===== src/rtl/alu_seq_pkg.sv =====
// Shared opcode and state encodings for the nibble-serial ALU controller.
package alu_seq_pkg;

  localparam logic [2:0] OP_ADD  = 3'b000;
  localparam logic [2:0] OP_SUB  = 3'b001;
  localparam logic [2:0] OP_OR   = 3'b010;
  localparam logic [2:0] OP_AND  = 3'b011;
  localparam logic [2:0] OP_SHL  = 3'b100;
  localparam logic [2:0] OP_SHR  = 3'b101;
  localparam logic [2:0] OP_ROTL = 3'b110;
  localparam logic [2:0] OP_ROTR = 3'b111;

  typedef enum logic [1:0] {
    IDLE = 2'd0,
    LO   = 2'd1,
    HI   = 2'd2,
    DONE = 2'd3
  } state_t;

endpackage


===== src/rtl/alu_seq_fixup.sv =====
// Boundary-bit patch for shift/rotate passes: the 4-bit ALU cannot see the
// bit that crosses between nibbles, so it is inserted here from the operand.
module alu_seq_fixup
  import alu_seq_pkg::*;
(
  input  logic [2:0] op,
  input  logic       pass_hi,
  input  logic [7:0] a,
  input  logic [3:0] alu_output,
  output logic [3:0] nibble
);

  always_comb begin
    nibble = alu_output;
    if (!pass_hi) begin
      unique case (op)
        OP_SHR, OP_ROTR: nibble[3] = a[4];
        OP_ROTL:         nibble[0] = a[7];
        default:         nibble    = alu_output;
      endcase
    end else begin
      unique case (op)
        OP_SHL, OP_ROTL: nibble[0] = a[3];
        OP_ROTR:         nibble[3] = a[0];
        default:         nibble    = alu_output;
      endcase
    end
  end

endmodule


===== src/rtl/alu_seq_ctrl.sv =====
// Runs one 8-bit operation as two passes (low nibble, then high nibble)
// through an external 4-bit ALU, with valid/ready request and response.
//
// state | meaning
// IDLE  | req_ready high, waiting for a request
// LO    | low-nibble pass on the ALU, carry captured
// HI    | high-nibble pass on the ALU, rsp_cout resolved
// DONE  | rsp_valid high, result held until rsp_ready
module alu_seq_ctrl
  import alu_seq_pkg::*;
(
  input  logic       clk,
  input  logic       rst,
  input  logic       req_valid,
  output logic       req_ready,
  input  logic [2:0] req_op,
  input  logic [7:0] req_a,
  input  logic [7:0] req_b,
  input  logic       req_cin,
  output logic [3:0] alu_a,
  output logic [3:0] alu_b,
  output logic       alu_cin,
  output logic [2:0] alu_control,
  input  logic [3:0] alu_output,
  input  logic       alu_cout,
  output logic       rsp_valid,
  input  logic       rsp_ready,
  output logic [7:0] rsp_result,
  output logic       rsp_cout
);

  state_t     state, state_nxt;
  logic [2:0] op_r;
  logic [7:0] a_r, b_r, res_r;
  logic       cin_r, carry_r, cout_r;
  logic       is_arith;
  logic [3:0] fixed_nibble;

  assign is_arith   = (op_r == OP_ADD) || (op_r == OP_SUB);
  assign rsp_result = res_r;
  assign rsp_cout   = cout_r;

  alu_seq_fixup u_fixup (
    .op         (op_r),
    .pass_hi    (state == HI),
    .a          (a_r),
    .alu_output (alu_output),
    .nibble     (fixed_nibble)
  );

  always_comb begin
    state_nxt   = state;
    req_ready   = 1'b0;
    rsp_valid   = 1'b0;
    alu_a       = 4'h0;
    alu_b       = 4'h0;
    alu_cin     = 1'b0;
    alu_control = 3'b000;
    unique case (state)
      IDLE: begin
        req_ready = 1'b1;
        if (req_valid) state_nxt = LO;
      end
      LO: begin
        alu_a       = a_r[3:0];
        alu_b       = b_r[3:0];
        alu_cin     = is_arith ? cin_r : 1'b0;
        alu_control = op_r;
        state_nxt   = HI;
      end
      HI: begin
        alu_a       = a_r[7:4];
        alu_b       = b_r[7:4];
        alu_cin     = is_arith ? carry_r : 1'b0;
        alu_control = op_r;
        state_nxt   = DONE;
      end
      DONE: begin
        rsp_valid = 1'b1;
        if (rsp_ready) state_nxt = IDLE;
      end
      default: state_nxt = IDLE;
    endcase
  end

  always_ff @(posedge clk or posedge rst) begin
    if (rst) begin
      state   <= IDLE;
      op_r    <= 3'b000;
      a_r     <= 8'h00;
      b_r     <= 8'h00;
      cin_r   <= 1'b0;
      carry_r <= 1'b0;
      res_r   <= 8'h00;
      cout_r  <= 1'b0;
    end else begin
      state <= state_nxt;
      unique case (state)
        IDLE: if (req_valid) begin
          op_r  <= req_op;
          a_r   <= req_a;
          b_r   <= req_b;
          cin_r <= req_cin;
        end
        LO: begin
          res_r[3:0] <= fixed_nibble;
          carry_r    <= alu_cout;
        end
        HI: begin
          res_r[7:4] <= fixed_nibble;
          // Shifts report the bit that left the byte; logic ops have none.
          unique case (op_r)
            OP_ADD, OP_SUB:   cout_r <= alu_cout;
            OP_SHL, OP_ROTL:  cout_r <= a_r[7];
            OP_SHR, OP_ROTR:  cout_r <= a_r[0];
            default:          cout_r <= 1'b0;
          endcase
        end
        default: ;
      endcase
    end
  end

endmodule


===== config.mk =====
export PLATFORM = sky130hd
export DESIGN_NAME = alu_seq_ctrl
export DESIGN_NICKNAME = d
export VERILOG_FILES = /design/src/rtl/alu_seq_pkg.sv /design/src/rtl/alu_seq_fixup.sv /design/src/rtl/alu_seq_ctrl.sv
export SDC_FILE = /design/constraint.sdc
export NUM_CORES = 1
export LEC_CHECK = 0
export ABC_CLOCK_PERIOD_IN_PS = 3400
export CAP_MARGIN = 15
export CORE_MARGIN = 2
export CORE_UTILIZATION = 49
export DETAILED_ROUTE_END_ITERATION = 10
export PLACE_DENSITY = 0.85
export SLEW_MARGIN = 15
export SYNTH_ARGS = -nofsm -noshare
export SYNTH_HDL_FRONTEND = slang
export SYNTH_SLANG_ARGS = --single-unit

===== constraint.sdc =====
create_clock -name clk -period 3.4 [get_ports clk]
set_input_delay 0.68 -clock clk [delete_from_list [all_inputs] [get_ports clk]]
set_output_delay 0.68 -clock clk [all_outputs]
set_load 0.01 [all_outputs]

## Yosys cells after proc, flatten, opt, wreduce, memory -nomap -nowiden

Index checks and enable logic that the tools add are counted.

- Flip-flop bits (word level): 32
- Input port bits: 29
- Output and inout bits: 23
- Word-level logic and storage cells: 45

- Equal/unequal tests: 10
- Multiplexer cells: 17
- Reduce and logical (&&, ||, !) cells: 9

Operators with widths:

| operator | number |
|---|---|
| case mux 4 bit (2 select lines) | 2 |
| == test 3 bit (second input constant) | 4 |
| two-way mux 1 bit | 8 |
| case mux 2 bit (4 select lines) | 1 |
| OR reduction 2 bit | 4 |
| == test 2 bit (second input constant) | 2 |
| two-way mux 2 bit | 2 |
| two-way mux 4 bit | 1 |
| inequality test 2 bit (second input constant) | 2 |
| AND reduction 2 bit | 2 |
| == test 3 x 1 -> 1 bit (second input constant) | 1 |
| logical NOT 3 bit | 1 |
| two-way mux 3 bit | 1 |
| case mux 1 bit (3 select lines) | 1 |
| == test 2 x 1 -> 1 bit (second input constant) | 1 |
| logical NOT 2 bit | 1 |
| case mux 1 bit (2 select lines) | 1 |
| logical OR 1 bit | 1 |

## Logic depth before layout (Yosys ltp)

Gate-level depths: netlist of the first run.

- Depth after elaboration: 4
- Depth in mapped cells: 6

## Cells and area by module

From an unflattened synthesis of the first run, not the netlist that was laid out.

- Cells, all modules: 122
- Area total of the unflattened synthesis: 1576.5 um^2

By module, submodules not included:

| module | times used | cells each | area an instance (um^2) | seq. area each (um^2) |
|---|---|---|---|---|
| alu_seq_ctrl | 1 | 108 | 1492.7 | 800.8 |
| alu_seq_fixup | 1 | 14 | 83.8 | 0.0 |

## Worst setup path before layout of the first run

Ideal clock, no wire load.

- Path kind: register to output
- From: reg state[0]
- To: out alu_b[3]
- Data arrival time: 1.268 ns
- Required time: 2.720 ns
- Path slack: 1.452 ns
- Cell stages (with the launch flop): 7
- Path buffers: 2
- Cells stage by stage: dfrtp_1 inv_1 ha_1 buf_2 buf_2 a22oi_1 nor2b_1

- Word-level cells in the longest chain between the ends: 2
- Elaborated cells between the ends (all ways): 3

RTL lines:

| element | RTL line | source |
|---|---|---|
| start: declaration | alu_seq_ctrl.sv:32 | `state_t state, state_nxt;` |
| start signal: assignment | alu_seq_ctrl.sv:97 | `state <= state_nxt;` |
| == test 2 bit or == test 2 x 1 -> 1 bit (tied branches) | alu_seq_ctrl.sv:59 | `unique case (state)` |
| case mux 4 bit (2 select lines) (*) | alu_seq_ctrl.sv:59 |  |
| end: declaration | alu_seq_ctrl.sv:21 | `output logic [3:0] alu_b,` |

Mark *: on every way between the ends. The rest lies on a longest branch, timed or not.

## Final worst setup path of the first run

- From: reg state[1]
- To: out alu_a[0]

- Word-level cells in the longest chain between the ends: 2
- Elaborated cells between the ends (all ways): 3

RTL lines:

| element | RTL line | source |
|---|---|---|
| == test 2 bit or == test 2 x 1 -> 1 bit (tied branches) | alu_seq_ctrl.sv:59 |  |
| case mux 4 bit (2 select lines) (*) | alu_seq_ctrl.sv:59 |  |
| end: declaration | alu_seq_ctrl.sv:20 | `output logic [3:0] alu_a,` |

Marked as above.

==> impl_metrics.json, run 1 <==
{
  "status": "completed",
  "post_cts_resized": 0,
  "switchingPower_uw": 742,
  "intPower_mw": 1.34,
  "power_frac_comb": 0.534,
  "slowest_stage": "ha_1",
  "drt-initial-drc-count": 26,
  "gr-usage-all-layers": 0.204,
  "hold_path.class": "register to register",
  "ys_types": 28,
  "use_met2": 0.376,
  "hold_viol_final": 0,
  "powerDensity_mw_per_mm2": 959,
  "synthArstFlopShare": 1.00,
  "start_kind": "register",
  "syn-cell-area_mm2": 0.00157,
  "synth.top_cells.by_count": "32 x dfrtp_1, 26 x mux2_2, 9 x nor2_1",
  "die_w_um": 60.6,
  "finClkSkew_ns": 0.00993,
  "vdd_ir_drop_max_mv": 0.547,
  "grt_setup_unrepaired": "false",
  "p_leak_nw": 0.912,
  "p_seq_frac": 0.352,
  "globalRoute.busiestLayer": "met2",
  "syn_avg_cell_area_um2": 12.4,
  "drive_gt1_frac": 0.218,
  "synth.ff_latch_count": 32,
  "drc": 0,
  "area_growth_pct": 38.2,
  "cts-root-buf": "clkbuf_4",
  "cts_max_path_buffers": 2,
  "grt_first_pass_wirelength_um": 5440,
  "start_util": 0.514,
  "swShare": 0.356,
  "crit_required_ns": 2.72,
  "use_met1": 0.215,
  "layout_min_cycle_time_ns": 3.04,
  "cts_tree": "built",
  "critPathCaptureType": "output port",
  "critPathKind": "register to output port",
  "synth_top_area_share": 0.510,
  "dp_hpwl_um": 2470,
  "cp_data_arrival_time_ns": 2.36,
  "clk_pin_slew_ns": 0.09,
  "num_vias": 1181,
  "use_met3": 0.0704,
  "htreeDepth": 2,
  "worstPathCellList": "inv_1 -> ha_1 -> a22oi_1 -> nor2b_1 -> clkdlybuf4s50_1",
  "clk_latency_ns": 0.33,
  "p_clk_frac": 0.114,
  "grt_max_degree": 33,
  "wl_per_cell_um": 15.2,
  "synth-edff-count": 0,
  "die_h_um": 60.6,
  "dieArea_mm2": 0.00367,
  "fin_crit_sh": 0.893,
  "io_buffers": 51,
  "synth_most_common_cell": "dfrtp_1",
  "p_total_mw": 2.08,
  "ys_seq_area_frac": 0.510,
  "syn_inst": 127,
  "wl_um": 3400,
  "viasPerCell": 5.30,
  "holdBufCountCts": 0,
  "pin_count": 52,
  "max_stage_delay_ns": 0.59,
  "fin_setup_tns_ns": 0,
  "yosysTopAreaCell": "dfrtp_1",
  "dr.pass1.iters": 4,
  "relSlewSlack": 0.435,
  "antenna_found_initial": 0,
  "maxCapViolations": 0,
  "clock-sinks": 32,
  "grt_pass1_vias": 1202,
  "setup_viol": 0,
  "post_cts_buffers": 0,
  "ys_warn_count": 0,
  "cts_made_buffers": 5,
  "worstMarginPinSlew_ns": 0.845,
  "stdcell_count": 223,
  "dp_cells": 216,
  "layout.nets": 213,
  "max_freq_mhz": 329,
  "synth_ff_type": "dfrtp_1",
  "synth_area_leaders": "dfrtp_1 51%, mux2_2 19%, ha_1 4.0%",
  "diodes": 0,
  "crit_path_max_fanout": 16,
  "slew_viol_final": 0,
  "globalplace.congestion": 0.776,
  "overflow": 0,
  "syn_nets": 161,
  "core_area_mm2": 0.00305,
  "rows": 20,
  "ant_nets": 0
}
power by group through the flow:
stage	registers (mW)	clock network [mW]	logic [mW]
global placement	0.723	0	1.08
finish	0.733	0.237	1.11
floorplan	0.700	0	0.691
global route	0.758	0.258	1.21
detailed placement	0.741	0	1.12
CTS	0.733	0.243	1.12
area by class of cell:
type | count | area (um^2)
tap | 44 | 55.1
timing repair buffer | 53 | 526
fill | 234 | 882
sequential | 32 | 801
clock buffer | 7 | 65.1
inverter | 6 | 22.5
multi-input combinational | 81 | 702
sequential cells by signal, summed over array words and instances (netlist names):
signal,flops
cin_r,1
state,2
b_r,8
rsp_cout,1
rsp_result,8
op_r,3
carry_r,1
a_r,8
logic make-up after synthesis:
kind of cell | Yosys count | synth area share
AOI/OAI and AO/OA | 17 | 0.0900
adders and majority gates | 5 | 0.0398
buffers and inverters | 14 | 0.0430
DFF | 32 | 0.510
muxes | 30 | 0.215
and+or+nand+nor | 29 | 0.102
worst paths after layout:
kind	slack, ns	from	end	cells past startpoint
max	0.36	state[1]	alu_a[0]	5
min	0.52	rsp_result[5]	rsp_result[5]	1
max reg2reg	1.48	state[0]	b_r[4]	4
min reg2reg	0.52	rsp_result[5]	rsp_result[5]	1
max in group asynchronous	2.36	rst	rsp_cout	3
min in group asynchronous	0.73	rst	a_r[4]	3
worst max-delay path, delay by kind of cell (launching register included):
kind | cells | cell delay (ns)
AOI/OAI and AO/OA | 1 | 0.19
adders and majority gates | 1 | 0.59
buffers and inverters | 2 | 0.66
DFF | 1 | 0.42
and+or+nand+nor | 1 | 0.16
metal layers:
metal / wire length (um) / part of all wire
met1: 1360 / 0.40
met5: 0 / 0
met2: 1750 / 0.52
met4: 53 / 0.016
met3: 232 / 0.068
cell usage in the layout, fill, tap and decap left out:
cell              n
a221oi_2          1
mux2_4            1
buf_4             2
o22ai_1           1
clkbuf_8          2
a211oi_1          1
and4b_1           1
clkbuf_4          5
mux2_2           26
nand2_1           2
nand3_1           1
and2_1            3
dfrtp_1          32
inv_1             6
nor2_1            9
nand3b_1          1
and3b_1           1
nor2b_1           8
a22oi_1           8
a21boi_0          1
nand2b_1          2
a21oi_1           1
and3_1            1
a31oi_1           1
ha_1              5
a211oi_2          2
clkdlybuf4s50_1  51
o32ai_1           1
mux2i_1           3
per-stage QoR:
stage	hold slack, ns	setup slack, ns	cell area [um^2]	utilization
after floorplan	0.479	1.45	1570	-
after global placement	0.472	0.793	2110	0.690
after detailed placement	0.498	0.754	2110	0.690
after CTS	0.521	0.366	2170	0.711
after global routing	0.538	0.213	2170	0.711
final	0.517	0.365	2170	0.711
Power figures use the tool's default switching activity.
==> inputs of run 2 (changes only) <==
--- a/config.mk
+++ b/config.mk
@@ -5,12 +5,12 @@
 export SDC_FILE = /design/constraint.sdc
 export NUM_CORES = 1
 export LEC_CHECK = 0
-export ABC_CLOCK_PERIOD_IN_PS = 3400
+export ABC_CLOCK_PERIOD_IN_PS = 2470
 export CAP_MARGIN = 15
 export CORE_MARGIN = 2
-export CORE_UTILIZATION = 49
+export CORE_UTILIZATION = 41
 export DETAILED_ROUTE_END_ITERATION = 10
-export PLACE_DENSITY = 0.85
+export PLACE_DENSITY = 0.76
 export SLEW_MARGIN = 15
 export SYNTH_ARGS = -nofsm -noshare
 export SYNTH_HDL_FRONTEND = slang
==> constraint.sdc (replaced) <==
create_clock -name clk -period 2.47 [get_ports clk]
set_input_delay 0.494 -clock clk [delete_from_list [all_inputs] [get_ports clk]]
set_output_delay 0.494 -clock clk [all_outputs]
set_load 0.01 [all_outputs]
==> run 2 against run 1 <==
- register-to-register slack lost 0.49 ns
- non-clock buffer count increased by 6
- via count grew 2.0%
- design area up 6.5%
- final cell count increased by 4.9%
- largest cell class unchanged
- worst hold slack lost 0.012 ns
- clock power up 72%
- die area rose by 18%
- critical path depth unchanged
==> impl_metrics.json, run 2 (synthesis gave the netlist of run 1 again) <==
{
  "place_ws_ns": 0.185,
  "cts_made_buffers": 5,
  "cp_data_arrival_time_ns": 1.89,
  "dp_cells": 223,
  "overflow": 0,
  "slew_viol_final": 0,
  "start_kind": "register",
  "nFillCells": 290,
  "viasPerCell": 5.15,
  "dr.pass1.iters": 4,
  "p_seq_frac": 0.314,
  "dieArea_mm2": 0.00434,
  "powerDensity_mw_per_mm2": 1360,
  "antenna_found_initial": 0,
  "hold_path.class": "register to register",
  "power_frac_comb": 0.557,
  "num_vias": 1205,
  "grt_setup_unrepaired": "false",
  "wl_per_cell_um": 15.0,
  "globalplace.congestion": 0.845,
  "grt_max_degree": 33,
  "worstMarginPinSlew_ns": 0.388,
  "clk_latency_ns": 0.28,
  "ant_nets": 0,
  "start_util": 0.429,
  "clk_pin_slew_ns": 0.06,
  "pin_count": 52,
  "cts_tree": "built",
  "drt-initial-drc-count": 52,
  "swShare": 0.346,
  "status": "completed",
  "p_leak_nw": 1.02,
  "drc": 0,
  "rows": 22,
  "layout_min_cycle_time_ns": 2.38,
  "cts_max_path_buffers": 2,
  "switchingPower_mw": 1.09,
  "die_w_um": 65.9,
  "setup_viol": 0,
  "diodes": 0,
  "drive_gt1_frac": 0.285,
  "layout.nets": 219,
  "fin_crit_sh": 0.964,
  "intPower_mw": 2.06,
  "grt_pass1_vias": 1278,
  "die_h_um": 65.9,
  "critPathCaptureType": "output port",
  "crit_required_ns": 1.98,
  "cts-root-buf": "clkbuf_8",
  "wl_um": 3510,
  "relSlewSlack": 0.741,
  "maxCapViolations": 0,
  "area_growth_pct": 47.2,
  "grt_first_pass_wirelength_um": 5770,
  "layout_commonest_cell": "clkdlybuf4s50_1",
  "clock-sinks": 32,
  "hold_viol_final": 0,
  "p_clk_frac": 0.130,
  "max_freq_mhz": 420,
  "finClkSkew_ns": 0.00389,
  "vdd_ir_drop_max_mv": 0.775,
  "stdcell_count": 234,
  "crit_path_max_fanout": 6,
  "final_cell_mix": "47 x clkdlybuf4s50_1, 30 x dfrtp_1, 26 x mux2_2, 9 x nor2_1",
  "core_area_mm2": 0.00366,
  "critPathKind": "register to output port",
  "io_buffers": 51,
  "gr-usage-all-layers": 0.178,
  "htreeDepth": 2,
  "setup_ws_ns": 0.0879
}
run 2: cell count changes in the layout (fill, tap and decap cells not counted), moves of 3 or more:
cell and delta:
ha_4 +3, clkbuf_8 +4, ha_1 -3, clkbuf_4 -4, dlymetal6s2s_1 +4, buf_4 +4
clkdlybuf4s50_1 -4
run 2: area by class of cell:
| type | instances | area, um^2 | area share |
|---|---|---|---|
| clock inverter | 2 | 10.0 | 0.00433 |
| timing repair buffer | 59 | 593 | 0.257 |
| tap | 48 | 60.1 | 0.0260 |
| clock buffer | 6 | 82.6 | 0.0357 |
| multi-input combinational | 81 | 739 | 0.320 |
| inverter | 6 | 22.5 | 0.00975 |
| sequential | 32 | 803 | 0.348 |
run 2: repair_timing:
action                                  4_1_cts  5_1_grt
endpoints found under the setup margin       12       12
setup buffers                                 0        3
gates resized for setup                       3       12
hold buffers                                  0        0
pin swaps                                     0        1
run 2: through the flow:
stage                     total power, mW  utilization  cell area (um^2)  hold slack [ns]  setup TNS (ns)
after floorplan                      1.92            -              1570            0.479               0
after global placement               2.52        0.583              2130            0.475               0
after detailed placement             2.57        0.583              2130            0.495               0
after CTS                            3.01        0.610              2230            0.510         -0.0318
after global routing                 3.37        0.631              2310            0.536               0
final                                3.14        0.631              2310            0.505               0
run 2: worst max-delay path, stage by stage (launching register included):
cell	delay, ns
dfrtp_2	0.41
inv_2	0.09
ha_4	0.28
clkbuf_4	0.17
and2_1	0.13
clkdlybuf4s50_1	0.53
run 2: worst paths after layout:
check / startpoint / endpoint / slack [ns] / depth (start not counted)
max reg2reg: state[1] / rsp_result[3] / 0.99 / 6
max: state[1] / alu_control[0] / 0.09 / 5
min reg2reg: rsp_cout / rsp_cout / 0.50 / 2
min in group asynchronous: rst / rsp_result[6] / 0.59 / 3
min: rsp_cout / rsp_cout / 0.50 / 2
max in group asynchronous: rst / state[0] / 1.57 / 3
run 2: power groups by stage:
stage / Combinational [mW] / Clock [mW] / Sequential (mW)
floorplan: 0.952 / 0 / 0.964
global placement: 1.54 / 0 / 0.979
detailed placement: 1.58 / 0 / 0.992
CTS: 1.60 / 0.420 / 0.983
global route: 1.90 / 0.448 / 1.03
finish: 1.75 / 0.407 / 0.987
run 2: metal layers:
layer  track usage  wire length [um]  vias to the layer above
met4        0.0703                57                        0
met1         0.199              1350                      596
li1              -                 -                      561
met5             0                 0                        -
met3        0.0460               233                        5
met2         0.321              1860                       43
==> inputs of run 3 (changes only) <==
--- a/config.mk
+++ b/config.mk
@@ -11,6 +11,7 @@
 export CORE_UTILIZATION = 41
 export DETAILED_ROUTE_END_ITERATION = 10
 export PLACE_DENSITY = 0.76
+export SKIP_CTS_REPAIR_TIMING = 1
 export SLEW_MARGIN = 15
 export SYNTH_ARGS = -nofsm -noshare
 export SYNTH_HDL_FRONTEND = slang
==> results of run 3 <==
The final DEF is identical to that of run 2; final timing and power are the same.
Among the figures that moved: via count of the first global-routing pass 1278 -> 1279
